===== src/rtl/mem_ctrl_pkg.sv =====
// Shared types and default widths for the memory port arbiter and its wait timer.
package mem_ctrl_pkg;

  localparam int unsigned DATA_W_DEF  = 16;
  localparam int unsigned ADDR_W_DEF  = 16;
  localparam int unsigned PC_W_DEF    = 10;
  localparam int unsigned TIMEOUT_DEF = 15;

  typedef enum logic [1:0] {
    IDLE     = 2'd0,
    MEM_BUSY = 2'd1,
    IF_BUSY  = 2'd2,
    DONE     = 2'd3
  } state_t;

  typedef enum logic {
    OWN_MEM = 1'b0,
    OWN_IF  = 1'b1
  } owner_t;

  // Counter width able to hold the value TIMEOUT.
  function automatic int unsigned timer_w(input int unsigned timeout);
    return $clog2(timeout + 1);
  endfunction

endpackage


===== src/rtl/wait_timer.sv =====
// BUSY-cycle counter: loads 1 on entry to BUSY, counts while waiting, flags when it reaches TIMEOUT.
module wait_timer
  import mem_ctrl_pkg::*;
#(
  parameter int unsigned TIMEOUT = TIMEOUT_DEF
) (
  input  logic clk,
  input  logic rst,
  input  logic i_start,
  input  logic i_en,
  output logic o_expired_c
);

  localparam int unsigned CNT_W = timer_w(TIMEOUT);

  logic [CNT_W-1:0] r_cnt;

  // Count holds the number of the current BUSY cycle; cleared whenever not waiting.
  always_ff @(posedge clk) begin
    if (rst) begin
      r_cnt <= '0;
    end else if (i_start) begin
      r_cnt <= CNT_W'(1);
    end else if (i_en) begin
      r_cnt <= r_cnt + CNT_W'(1);
    end else begin
      r_cnt <= '0;
    end
  end

  assign o_expired_c = (r_cnt == CNT_W'(TIMEOUT));

endmodule


===== src/rtl/mem_port_arbiter.sv =====
// Sequences MEM-stage and fetch accesses onto one shared req/ack memory port,
// MEM first, with a stall output for the pipeline and a timeout for hung accesses.
module mem_port_arbiter
  import mem_ctrl_pkg::*;
#(
  parameter int unsigned DATA_W  = DATA_W_DEF,
  parameter int unsigned ADDR_W  = ADDR_W_DEF,
  parameter int unsigned PC_W    = PC_W_DEF,
  parameter int unsigned TIMEOUT = TIMEOUT_DEF
) (
  input  logic              Clk,
  input  logic              rst,
  input  logic              mem_read,
  input  logic              mem_write,
  input  logic [ADDR_W-1:0] mem_addr,
  input  logic [DATA_W-1:0] mem_wdata,
  output logic [DATA_W-1:0] mem_rdata,
  output logic              mem_done,
  output logic              freeze,
  input  logic              if_req,
  input  logic [PC_W-1:0]   if_addr,
  output logic [DATA_W-1:0] if_data,
  output logic              if_valid,
  output logic              sram_req,
  output logic              sram_we,
  output logic [ADDR_W-1:0] sram_addr,
  output logic [DATA_W-1:0] sram_wdata,
  input  logic [DATA_W-1:0] sram_rdata,
  input  logic              sram_ack,
  output logic              err
);

  state_t              r_state,     w_state_nxt;
  owner_t              r_owner,     w_owner_nxt;
  logic [ADDR_W-1:0]   r_addr,      w_addr_nxt;
  logic [DATA_W-1:0]   r_wdata,     w_wdata_nxt;
  logic                r_we,        w_we_nxt;
  logic                r_sram_req,  w_sram_req_nxt;
  logic                r_mem_done,  w_mem_done_nxt;
  logic                r_if_valid,  w_if_valid_nxt;
  logic [DATA_W-1:0]   r_mem_rdata, w_mem_rdata_nxt;
  logic [DATA_W-1:0]   r_if_data,   w_if_data_nxt;
  logic                r_err,       w_err_nxt;
  logic                w_tmr_start;
  logic                w_tmr_en;
  logic                w_expired;

  wait_timer #(
    .TIMEOUT (TIMEOUT)
  ) u_wait_timer (
    .clk         (Clk),
    .rst         (rst),
    .i_start     (w_tmr_start),
    .i_en        (w_tmr_en),
    .o_expired_c (w_expired)
  );

  // Next-state, latched request and completion outputs.
  always_comb begin
    w_state_nxt     = r_state;
    w_owner_nxt     = r_owner;
    w_addr_nxt      = r_addr;
    w_wdata_nxt     = r_wdata;
    w_we_nxt        = r_we;
    w_sram_req_nxt  = 1'b0;
    w_mem_done_nxt  = 1'b0;
    w_if_valid_nxt  = 1'b0;
    w_mem_rdata_nxt = r_mem_rdata;
    w_if_data_nxt   = r_if_data;
    w_err_nxt       = r_err;
    w_tmr_start     = 1'b0;
    w_tmr_en        = 1'b0;

    case (r_state)
      IDLE: begin
        if (mem_read || mem_write) begin
          w_state_nxt    = MEM_BUSY;
          w_owner_nxt    = OWN_MEM;
          w_addr_nxt     = mem_addr;
          w_wdata_nxt    = mem_wdata;
          w_we_nxt       = mem_write;
          w_sram_req_nxt = 1'b1;
          w_tmr_start    = 1'b1;
        end else if (if_req) begin
          w_state_nxt    = IF_BUSY;
          w_owner_nxt    = OWN_IF;
          w_addr_nxt     = ADDR_W'(if_addr);
          w_we_nxt       = 1'b0;
          w_sram_req_nxt = 1'b1;
          w_tmr_start    = 1'b1;
        end
      end

      MEM_BUSY, IF_BUSY: begin
        // Ack takes precedence over an expiry in the same cycle.
        if (sram_ack) begin
          w_state_nxt = DONE;
          if (!r_we) begin
            if (r_owner == OWN_MEM) w_mem_rdata_nxt = sram_rdata;
            else                    w_if_data_nxt   = sram_rdata;
          end
          w_mem_done_nxt = (r_owner == OWN_MEM);
          w_if_valid_nxt = (r_owner == OWN_IF);
        end else if (w_expired) begin
          w_state_nxt = DONE;
          w_err_nxt   = 1'b1;
          if (r_owner == OWN_MEM) w_mem_rdata_nxt = '0;
          else                    w_if_data_nxt   = '0;
          w_mem_done_nxt = (r_owner == OWN_MEM);
          w_if_valid_nxt = (r_owner == OWN_IF);
        end else begin
          w_sram_req_nxt = 1'b1;
          w_tmr_en       = 1'b1;
        end
      end

      DONE: begin
        w_state_nxt = IDLE;
      end

      default: begin
        w_state_nxt = IDLE;
      end
    endcase
  end

  always_ff @(posedge Clk) begin
    if (rst) begin
      r_state     <= IDLE;
      r_owner     <= OWN_MEM;
      r_addr      <= '0;
      r_wdata     <= '0;
      r_we        <= 1'b0;
      r_sram_req  <= 1'b0;
      r_mem_done  <= 1'b0;
      r_if_valid  <= 1'b0;
      r_mem_rdata <= '0;
      r_if_data   <= '0;
      r_err       <= 1'b0;
    end else begin
      r_state     <= w_state_nxt;
      r_owner     <= w_owner_nxt;
      r_addr      <= w_addr_nxt;
      r_wdata     <= w_wdata_nxt;
      r_we        <= w_we_nxt;
      r_sram_req  <= w_sram_req_nxt;
      r_mem_done  <= w_mem_done_nxt;
      r_if_valid  <= w_if_valid_nxt;
      r_mem_rdata <= w_mem_rdata_nxt;
      r_if_data   <= w_if_data_nxt;
      r_err       <= w_err_nxt;
    end
  end

  assign sram_req   = r_sram_req;
  assign sram_we    = r_we;
  assign sram_addr  = r_addr;
  assign sram_wdata = r_wdata;
  assign mem_done   = r_mem_done;
  assign mem_rdata  = r_mem_rdata;
  assign if_valid   = r_if_valid;
  assign if_data    = r_if_data;
  assign err        = r_err;
  // Stall released in the completion cycle so EX/MEM advances on that edge.
  assign freeze     = (mem_read | mem_write) & ~r_mem_done;

endmodule


===== config.mk =====
export PLATFORM = sky130hd
export DESIGN_NAME = mem_port_arbiter
export DESIGN_NICKNAME = d
export VERILOG_FILES = /design/src/rtl/mem_ctrl_pkg.sv /design/src/rtl/wait_timer.sv /design/src/rtl/mem_port_arbiter.sv
export SDC_FILE = /design/constraint.sdc
export NUM_CORES = 1
export LEC_CHECK = 0
export CAP_MARGIN = 40
export CORE_MARGIN = 2
export CORE_UTILIZATION = 38
export DETAILED_ROUTE_END_ITERATION = 12
export GPL_ROUTABILITY_DRIVEN = 0
export HOLD_SLACK_MARGIN = 0.02
export PLACE_DENSITY_LB_ADDON = 0.25
export SETUP_SLACK_MARGIN = 0.4
export SYNTH_ARGS = -nofsm -noshare
export SYNTH_HDL_FRONTEND = slang
export SYNTH_SLANG_ARGS = --single-unit

===== constraint.sdc =====
create_clock -name Clk -period 1.5 [get_ports Clk]
set_input_delay 0.45 -clock Clk [delete_from_list [all_inputs] [get_ports Clk]]
set_output_delay 0.45 -clock Clk [all_outputs]
set_load 0.01 [all_outputs]

-- Word-level counts from Yosys, hierarchy flattened
Cells that the tools add are included.
- $add $sub $neg: 1
- equal/unequal tests: 7
- mux-type cells: 34
- bitwise gates (word level): 7
- reduce and logical (&&, ||, !) cells: 13
- operators with widths (cell ; number):
    16-bit two-way mux ; 12
    1-bit two-way mux ; 16
    2-bit two-way mux ; 4
    4-bit AND reduction ; 2
    2-bit one-hot mux with 3 select lines ; 1
    2-bit AND reduction ; 3
    1-bit NOT ; 5
    4-bit by 1-bit adder with 4-bit output, second input constant ; 1
    2-bit equality test, second input constant ; 2
    4-bit equality test, second input constant ; 1
    2-bit nonzero test ; 2
    2-bit OR reduction ; 2
    3-bit by 2-bit inequality test with 1-bit output, second input constant ; 1
    3-bit inequality test, second input constant ; 1
    3-bit AND reduction ; 1
    3-bit OR reduction ; 1
    2-bit by 1-bit equality test with 1-bit output, second input constant ; 1
    2-bit zero test ; 1
    2-bit inequality test, second input constant ; 1
    1-bit one-hot mux with 2 select lines ; 1
    1-bit bitwise AND ; 1
    1-bit logical OR ; 1
    1-bit bitwise OR ; 1
- bits in registers: 76
- input port bits: 64
- output and inout port bits: 70
- word-level logic and storage cells: 75

-- Logic depth before layout (Yosys ltp)
Gate-level depths: netlist of run 1.
- depth in word-level cells: 6
- depth in mapped cells: 7

-- Hierarchy
Synthesis of run 1 repeated with hierarchy kept, for this count alone.
- cell total of the unflattened synthesis: 331
- area, all modules: 3129.3 sq um
- modules (own cells, without submodules) (module ; instances ; cells each ; area an instance (sq um)):
    mem_port_arbiter ; 1 ; 315 ; 2946.6
    wait_timer ; 1 ; 16 ; 182.7

-- Worst setup path before layout of run 1
No wires, ideal clock.
- kind: flip-flop to flip-flop
- start point: reg r_state[0]
- end point: reg r_if_data[11] (netlist: if_data[11])
- library setup time: 92 ps
- arrival time: 1467 ps
- path slack: -60 ps
- stages on the path, launching flop included: 8
- path through: dfxtp_1 -> inv_1 -> ha_1 -> and2b_1 -> and3_1 -> buf_2 -> buf_6 -> o32ai_1
- cells in the longest elaborated chain, start to end: 3
- elaborated cells on any way between the ends: 4
- classes of those cells: eq/ne (2); reduce/logical (2)
- ends and longest elaborated chain (what ; line ; text):
    start: declaration ; mem_port_arbiter.sv:33 ; state_t r_state, w_state_nxt;
    start signal: assignment ; mem_port_arbiter.sv:141 ; r_state <= w_state_nxt;
    2-bit by 1-bit equality test with 1-bit output or 2-bit equality test (tied branches) ; mem_port_arbiter.sv:74 ; case (r_state)
    2-bit OR reduction (*) ; mem_port_arbiter.sv:74 ;
    4-bit AND reduction (no line) (*) ; - ;
    end signal: assignment ; mem_port_arbiter.sv:150 ; r_if_data <= w_if_data_nxt;
    end: declaration ; mem_port_arbiter.sv:42 ; logic [DATA_W-1:0] r_if_data, w_if_data_nxt;
Mark *: on every way between the ends. The rest lies on a longest branch, timed or not.
A chain may end at the register's enable or synchronous reset.

-- Worst setup path in the final report of run 1
- start point: reg r_state[0]
- end point: reg r_if_data[14] (netlist: if_data[14])
The elaborated chain is that of the path after synthesis.

==> results of run 1 <==
## state kept, by name, indices dropped and copies added (netlist names)
| name | flops |
|---|---|
| err | 1 |
| if_data | 16 |
| if_valid | 1 |
| mem_done | 1 |
| mem_rdata | 16 |
| r_owner | 1 |
| r_state | 2 |
| sram_addr | 16 |
| sram_req | 1 |
| sram_wdata | 16 |
| sram_we | 1 |
| u_wait_timer.r_cnt | 4 |
## Yosys cell counts (2+ instances only)
master,count
or3_1,2
dfxtp_1,76
a311oi_1,10
a21oi_1,19
o32ai_1,16
nor4_1,2
mux2i_1,2
clkbuf_1,13
and3_1,2
nand2_1,27
inv_1,19
nand2b_1,3
o311ai_1,10
buf_2,13
a22o_1,22
and2b_1,2
o311ai_0,6
ha_1,4
nand3b_1,16
nor2_1,17
o21ai_0,10
## kinds of logic after synthesis
family	count (synthesis)	share of synthesized area, %
XOR/XNOR	2	0.577
multiplexers	2	0.659
flip-flops	76	50.1
adder cells (fa/ha/maj)	4	1.65
AND/OR/NAND/NOR	83	15.2
buffers and inverters	47	6.72
AO/OA/AOI/OAI	100	25.1
## worst paths after layout
| check | startpoint | to | slack, ns | depth (start not counted) |
|---|---|---|---|---|
| setup / recovery | r_state[0] | if_data[14] | -0.03 | 6 |
| hold / removal | sram_wdata[12] | sram_wdata[12] | 0.48 | 1 |
| setup reg to reg | r_state[0] | if_data[14] | -0.03 | 6 |
| hold reg to reg | sram_wdata[12] | sram_wdata[12] | 0.48 | 1 |
## power by group through the flow
stage                     Clock [W]  Combinational (W)  Sequential, W
after floorplan                   0            0.00125        0.00284
after global placement            0            0.00259        0.00270
after detailed placement          0            0.00264        0.00270
after CTS                   0.00143            0.00320        0.00281
after global routing        0.00154            0.00429        0.00291
final                       0.00142            0.00408        0.00286
## per-layer routing
metal,GRT usage (%),routed length [um],vias to the layer above
met5,0,0,-
met4,8.21,257,0
met3,4.67,580,25
met2,36.2,5680,116
met1,25.4,4500,1584
li1,-,-,1529
## cell usage in the layout, fill, tap and decap left out, types with 3 or more instances in the layout
master / n
a22o_1: 22
nand2_1: 20
nor2_1: 4
nand2_2: 6
clkbuf_16: 3
a21oi_1: 16
buf_6: 82
o311ai_1: 6
dfxtp_1: 5
a311oi_1: 4
o32ai_2: 3
buf_4: 41
clkbuf_8: 11
nand3b_1: 16
buf_12: 5
buf_2: 4
a311oi_2: 6
a21oi_2: 3
o311ai_2: 8
dfxtp_2: 68
dfxtp_4: 3
inv_1: 17
nor2_4: 12
clkdlybuf4s50_1: 58
o21ai_0: 10
o32ai_1: 13
## critical path, delay by kind of cell, from the launching register on
family          cells  cell delay [ns]
buf+inv             3             0.40
simple gates        1             0.13
compound gates      1             0.26
flops               1             0.35
fa+ha+maj           1             0.30
## per-stage QoR
stage          worst slack (ns)  std cells  hold slack [ns]  total power [W]  setup TNS, ns
2_1_floorplan             0.113        314            0.465          0.00410              0
3_3_place_gp             -0.583        544            0.455          0.00529         -28.82
3_5_place_dp             -0.630        544            0.457          0.00533         -30.93
4_1_cts                  0.0928        581            0.477          0.00743              0
5_1_grt                 -0.0643        603            0.495          0.00875         -0.317
6_report                -0.0332        603            0.478          0.00836        -0.0332
## layout make-up
type,instances,area share (%)
Clock buffer,11,2.61
Clock inverter,4,0.432
Inverter,19,1.23
Multi-Input combinational cell,194,30.2
Sequential cell,76,27.9
Tap cell,102,2.20
Timing Repair Buffer,197,35.4
## what timing repair did
| action | in CTS | in global routing |
|---|---|---|
| endpoints found under the setup margin | 146 | 145 |
| buffers inserted | 18 | 18 |
| gates cloned | 4 | 4 |
| pin swaps | 23 | 16 |
| resized for setup | 459 | 70 |
==> impl_summary.log, run 1 <==
[metrics] Crit path largest cell delay: 0.35 ns
[metrics] number of flops mapped to enable cells by yosys: 0
[metrics] CP Class: register to register
[metrics] Clock H-tree levels: 3
[metrics] Post-Place Cell Area: 4610 um2
[metrics] violated checks: setup timing
[metrics] clock group share of total power: 17.0%
[metrics] relative slew slack: 77.5%
[metrics] Die Footprint: 8720 um2
[metrics] Root Buffer: clkbuf_8
[metrics] via count of the first global-routing pass: 3076
[metrics] switching power: 0.00292 W
[metrics] Diodes inserted: 0
[metrics] TritonCTS clock tree: done
[metrics] number of DRC violations after detailed-routing iteration 0: 149
[metrics] number of synthesized register bits: 76
[metrics] top achievable clock speed: 0.652 GHz
[metrics] total number of vias: 3254
[metrics] max_cap viols: 0
[metrics] internal power consumption: 0.00544 W
[metrics] result of the run: complete, but fails checks
[metrics] hold_buf cts: 0
[metrics] arrival time at the worst endpoint: 1.77 ns
[metrics] Peak VDD IR: 724 uV
[metrics] total routing resource utilization after global routing: 21.0%
[metrics] fraction of synthesized cell area taken by the top area cell type: 50.1%
[metrics] cell count after synthesis: 314
[metrics] vias per inst: 5.40
[metrics] Core ar.: 7730 um2
[metrics] length of the first detailed-routing pass in iterations: 4
[metrics] ratio of cells with drive above 1 in the final layout: 57.5%
[metrics] ordered list of cells on the worst path: inv_2 > ha_4 > nand4b_1 > buf_6 > clkbuf_16 > o32ai_1
[metrics] initial antenna violation count: 0
[metrics] Die Ht: 93.4 um
[metrics] library cell with the largest summed area after synthesis: dfxtp_1
[metrics] final instance area: 5800 um2
[metrics] cell at the slowest stage of the critical path: dfxtp_2
[metrics] dominant cells by area after synthesis: dfxtp_1 (50%), a22o_1 (6.3%), o32ai_1 (4.6%)
[metrics] DIE WIDTH: 93.4 um
[metrics] DRC violations left: 0
[metrics] Slew Limit Fails: 0
[metrics] clock latency on the worst-skew pair: 0.34 ns
[metrics] power density of the placed cells: 1440 nW/um2
[metrics] Port Buffer Count: 133
[metrics] layout filler cell count: 528
[metrics] area overhead of the layout relative to synthesis: 90.9%
[metrics] Max Buffers Root-to-Sink: 2
[metrics] count of endpoints failing hold in the final timing report: 0
[metrics] post-synth design cell area: 3040 um2
[metrics] clock-pin slew reported for the worst setup and hold paths after clock tree synthesis: 0.08 ns
[metrics] share of the core filled with cells in the final layout: 75.0%
[metrics] static leakage power: 2.31 nW
[metrics] sequential fraction of design power: 34.3%
[metrics] num rows: 32
[metrics] Data required, critical path: 1.73 ns
[metrics] maximum number of pins on one net before global-route repair: 50
[metrics] sum of net half-perimeters after detailed placement: 6020 um
[metrics] number of CTS-inserted buffers: 9
[metrics] Final Setup Violations: 1
[metrics] total grt overflow: 0
[metrics] average wire per standard cell: 18.3 um
[metrics] shortest period the worst path allows: 1.53 ns
[metrics] class of the tightest hold or removal check: register to register
[metrics] top_reg_cell synth: dfxtp_1
[metrics] top-level I/O count: 134
[metrics] minimum setup slack in the final design: -0.0332 ns
[metrics] Critical Path Source Type: register
[metrics] final worst path period share: 102%
[metrics] warning count from the yosys run: 0
[metrics] number of sinks handled by clock tree synthesis: 76
[metrics] post-synth cell types: 44
[metrics] RSZ-0062 raised after global routing: true
[metrics] area of the multi-input gates: 1750 um2
[metrics] FF/Latch Area: 1620 um2
[metrics] remaining antenna violation count: 0
[metrics] type of element capturing the critical path: register
[metrics] CP Max Fanout: 16
[metrics] mean post-synth cell area: 9.67 um2
[metrics] portion of the post-synthesis area used by sequential elements: 50.1%
[metrics] number of nets in the layout: 565
[metrics] relative contribution of combinational cells to total power: 48.8%
[metrics] share of total power consumed by net switching: 34.9%
[metrics] clock skew: 0.00987 ns
[metrics] wire length of the first global-routing pass: 14600 um
[metrics] wirelength, routed: 11000 um
[metrics] initial cell density of the core: 39.3%
[metrics] async set or reset register ratio after synthesis: 0%
[metrics] Post-Syn Nets: 382
[metrics] Least-Margin Pin Slew: 0.338 ns
(Power assumes the default switching activity.)
==> inputs of run 2 (changes only) <==
--- a/config.mk
+++ b/config.mk
@@ -6,13 +6,14 @@
 export NUM_CORES = 1
 export LEC_CHECK = 0
 export CAP_MARGIN = 40
-export CORE_MARGIN = 2
 export CORE_UTILIZATION = 38
 export DETAILED_ROUTE_END_ITERATION = 12
 export GPL_ROUTABILITY_DRIVEN = 0
 export HOLD_SLACK_MARGIN = 0.02
+export MAX_ROUTING_LAYER = met4
 export PLACE_DENSITY_LB_ADDON = 0.25
 export SETUP_SLACK_MARGIN = 0.4
 export SYNTH_ARGS = -nofsm -noshare
 export SYNTH_HDL_FRONTEND = slang
+export SYNTH_HIERARCHICAL = 1
 export SYNTH_SLANG_ARGS = --single-unit
==> impl_summary.log, run 2 <==
[metrics] total routing resource utilization after global routing: 23.4% (+2.3 points)
[metrics] cell family with most CP delay: simple AND/OR/NAND/NOR gates
[metrics] type of element capturing the critical path: register
[metrics] switching power: 0.00348 W (+19%)
[metrics] DRC violations left: 0 (unchanged)
[metrics] warning count from the yosys run: 6 (+6)
[metrics] number of flops mapped to enable cells by yosys: 0 (unchanged)
[metrics] DIE WIDTH: 92.7 um (-0.70%)
[metrics] Post-Syn Nets: 399 (+4.5%)
[metrics] post-layout total power: 0.00992 W (+19%)
[metrics] vias per inst: 5.07 (-6.1%)
[metrics] fraction of synthesized cell area taken by the top area cell type: 48.6% (-1.5 points)
[metrics] clock latency on the worst-skew pair: 0.35 ns (about the same)
[metrics] share of total power consumed by net switching: 35.1% (+0.17 points)
[metrics] grt peak-use layer: met2
[metrics] Slew Limit Fails: 0 (unchanged)
[metrics] Least-Margin Pin Slew: 0.466 ns (+0.128 ns)
[metrics] cell count after synthesis: 331 (+5.4%)
[metrics] static leakage power: 2.70 nW (+17%)
[metrics] cell at the slowest stage of the critical path: dfxtp_2
[metrics] number of synthesized register bits: 76 (unchanged)
[metrics] ordered list of cells on the worst path: ha_4 > and3_4 > and2b_2 > o211ai_4 > clkbuf_16 > mux2i_1
[metrics] top-level I/O count: 134 (unchanged)
[metrics] RSZ-0062 raised after global routing: true
[metrics] mean post-synth cell area: 9.45 um2 (-2.2%)
[metrics] sequential fraction of design power: 28.3% (-6.0 points)
[metrics] number of sinks handled by clock tree synthesis: 76 (unchanged)
[metrics] placed cells: 569 (+4.6%)
[metrics] post-synth cell types: 36 (-18%)
[metrics] wire length of the first global-routing pass: 15300 um (+4.5%)
[metrics] met3 Usage GRT: 4.43% (-0.24 points)
[metrics] relative slew slack: 68.8% (-8.6 points)
[metrics] initial antenna violation count: 0 (unchanged)
[metrics] share of the core filled with cells in the final layout: 78.1% (+3.1 points)
[metrics] total number of vias: 3218 (-1.1%)
[metrics] sum of net half-perimeters after detailed placement: 5830 um (-3.2%)
[metrics] initial cell density of the core: 39.9% (+0.58 points)
[metrics] Critical Path Source Type: register
[metrics] number of nets in the layout: 596 (+5.5%)
[metrics] Peak VDD IR: 998 uV (+38%)
[metrics] TritonCTS clock tree: done
[metrics] worst path bufs/invs: 1 (-2)
[metrics] number of DRC violations after detailed-routing iteration 0: 107 (-28%)
[metrics] wirelength, routed: 10200 um (-7.7%)
[metrics] clock group share of total power: 17.6% (+0.6 points)
[metrics] ratio of cells with drive above 1 in the final layout: 61.5% (+4.1 points)
[metrics] library cell with the largest summed area after synthesis: dfxtp_1
[metrics] Die Footprint: 8600 um2 (-1.4%)
[metrics] internal power consumption: 0.00644 W (+18%)
[metrics] Core ar.: 7850 um2 (+1.6%)
[metrics] Post-synth top cells: dfxtp_1 (76), nand2_1 (74), mux2i_1 (32)
[metrics] count of endpoints failing hold in the final timing report: 0 (unchanged)
[metrics] power density of the placed cells: 1620 nW/um2 (+12%)
[metrics] post-synth design cell area: 3130 um2 (+3.0%)
[metrics] Port Buffer Count: 133 (unchanged)
[metrics] violated checks: setup timing
[metrics] Final Setup Violations: 36 (+35)
[metrics] Max Buffers Root-to-Sink: 2 (unchanged)
[metrics] class of the tightest hold or removal check: register to register
[metrics] shortest period the worst path allows: 1.62 ns (+0.0845 ns)
[metrics] length of the first detailed-routing pass in iterations: 4 (unchanged)
[metrics] met1 usage in global routing: 27.0% (+1.6 points)
[metrics] count of placed standard cells in the final layout, fillers left out: 635 (+5.3%)
[metrics] area overhead of the layout relative to synthesis: 95.8%
[metrics] number of CTS-inserted buffers: 9 (unchanged)
[metrics] maximum number of pins on one net before global-route repair: 31 (-38%)
[metrics] via count of the first global-routing pass: 3183 (+3.5%)
[metrics] result of the run: complete, but fails checks
[metrics] minimum setup slack in the final design: -0.118 ns (-0.0845 ns)
[metrics] final worst path period share: 108% (+5.6 points)
[metrics] Data required, critical path: 1.77 ns (+0.04 ns)
[metrics] most frequent cells in the layout: buf_6 (82), dfxtp_2 (67), nand2_1 (58), clkdlybuf4s50_1 (58), buf_4 (49)
[metrics] clock skew: 0.0110 ns (+0.00109 ns)
[metrics] arrival time at the worst endpoint: 1.88 ns (+0.11 ns)
[metrics] portion of the post-synthesis area used by sequential elements: 48.6% (-1.5 points)
[metrics] total grt overflow: 0 (unchanged)
[metrics] CP Max Fanout: 8 (-8)
[metrics] final hold slack: 0.470 ns (-0.00873 ns)
[metrics] clock-pin slew reported for the worst setup and hold paths after clock tree synthesis: 0.08 ns (about the same)
[metrics] count leader, synth: dfxtp_1
[metrics] remaining antenna violation count: 0 (unchanged)
[metrics] Diodes inserted: 0 (unchanged)
[metrics] num rows: 32 (unchanged)
[metrics] Root Buffer: clkbuf_8
[metrics] average wire per standard cell: 16.0 um (-12%)
[metrics] Clock H-tree levels: 3 (unchanged)
[metrics] CP Class: register to register
[metrics] max_cap viols: 0 (unchanged)
[metrics] post-placement worst setup slack: -0.601 ns (+0.0285 ns)
[metrics] relative contribution of combinational cells to total power: 54.1% (+5.3 points)
[metrics] Crit path largest cell delay: 0.34 ns (about the same)
[metrics] async set or reset register ratio after synthesis: 0% (unchanged)
[metrics] top achievable clock speed: 0.618 GHz (-5.2%)
[metrics] dominant cells by area after synthesis: dfxtp_1 (49%), mux2i_1 (10%), nand2_1 (8.9%)
[metrics] met2 track demand over resource in global routing: 40.1% (+3.9 points)
[metrics] Die Ht: 92.7 um (-0.70%)
[metrics] commonest non-fill, non-tap cell in the layout: buf_6
[metrics] top_reg_cell synth: dfxtp_1
## run 2: path summary, 6_finish.rpt
path	start	endpoint	slack, ns	depth (start not counted)
setup / recovery	u_wait_timer/r_cnt[1]	if_data[2]	-0.12	6
hold / removal	mem_rdata[5]	mem_rdata[5]	0.47	2
setup reg to reg	u_wait_timer/r_cnt[1]	if_data[2]	-0.12	6
hold reg to reg	mem_rdata[5]	mem_rdata[5]	0.47	2
## run 2: through the flow
step                instance area [um2]  setup TNS (ns)
floorplan                          3290           -2.09
global placement                   4840          -29.12
detailed placement                 4840          -31.27
CTS                                5760           -1.61
global route                       6130           -3.96
finish                             6130           -2.01
## run 2: metal layers
layer	up-vias	share of wire [%]	wire (um)
met5	-	0	0
met4	0	1.3	133
met3	15	5.6	570
met2	112	52	5260
met1	1552	41	4210
li1	1539	-	-
## run 2: timing repair
action / 4_1_cts / 5_1_grt
pin swaps: 46 / 12
setup endpoints to repair: 146 / 146
gates resized for setup: 498 / 49
cloned: 5 / 1
hold buffers: 0 / 0
buffers inserted: 24 / 20
## run 2: tightest hold or removal path: cells and delay by family (launching register included)
family        cells  cell delay [ns]
mux               1             0.05
simple gates      1             0.05
flops             1             0.33
## run 2: kinds of logic after synthesis
group,synth area share (%)
simple gates,18.8
flops,48.6
compound gates,14.7
mux,10.6
buf+inv,5.44
fa+ha+maj,1.60
xor+xnor,0.280
## run 2: power by group through the flow
stage                     Clock [W]  Sequential (W)  Combinational [W]
after global placement            0         0.00267            0.00325
final                       0.00174         0.00281            0.00536
after detailed placement          0         0.00268            0.00331
after floorplan                   0         0.00282            0.00182
after global routing        0.00187         0.00285            0.00566
after CTS                   0.00175         0.00279            0.00462
## run 2: area by class of cell
class                      instances  area [um2]
clock buffer                      10         128
clock inverter                     6        88.8
fill                             486        1720
inverter                           8        35.0
multi-input combinational        227        1940
sequential                        76        1630
tap                              102         128
timing repair buffer             206        2180
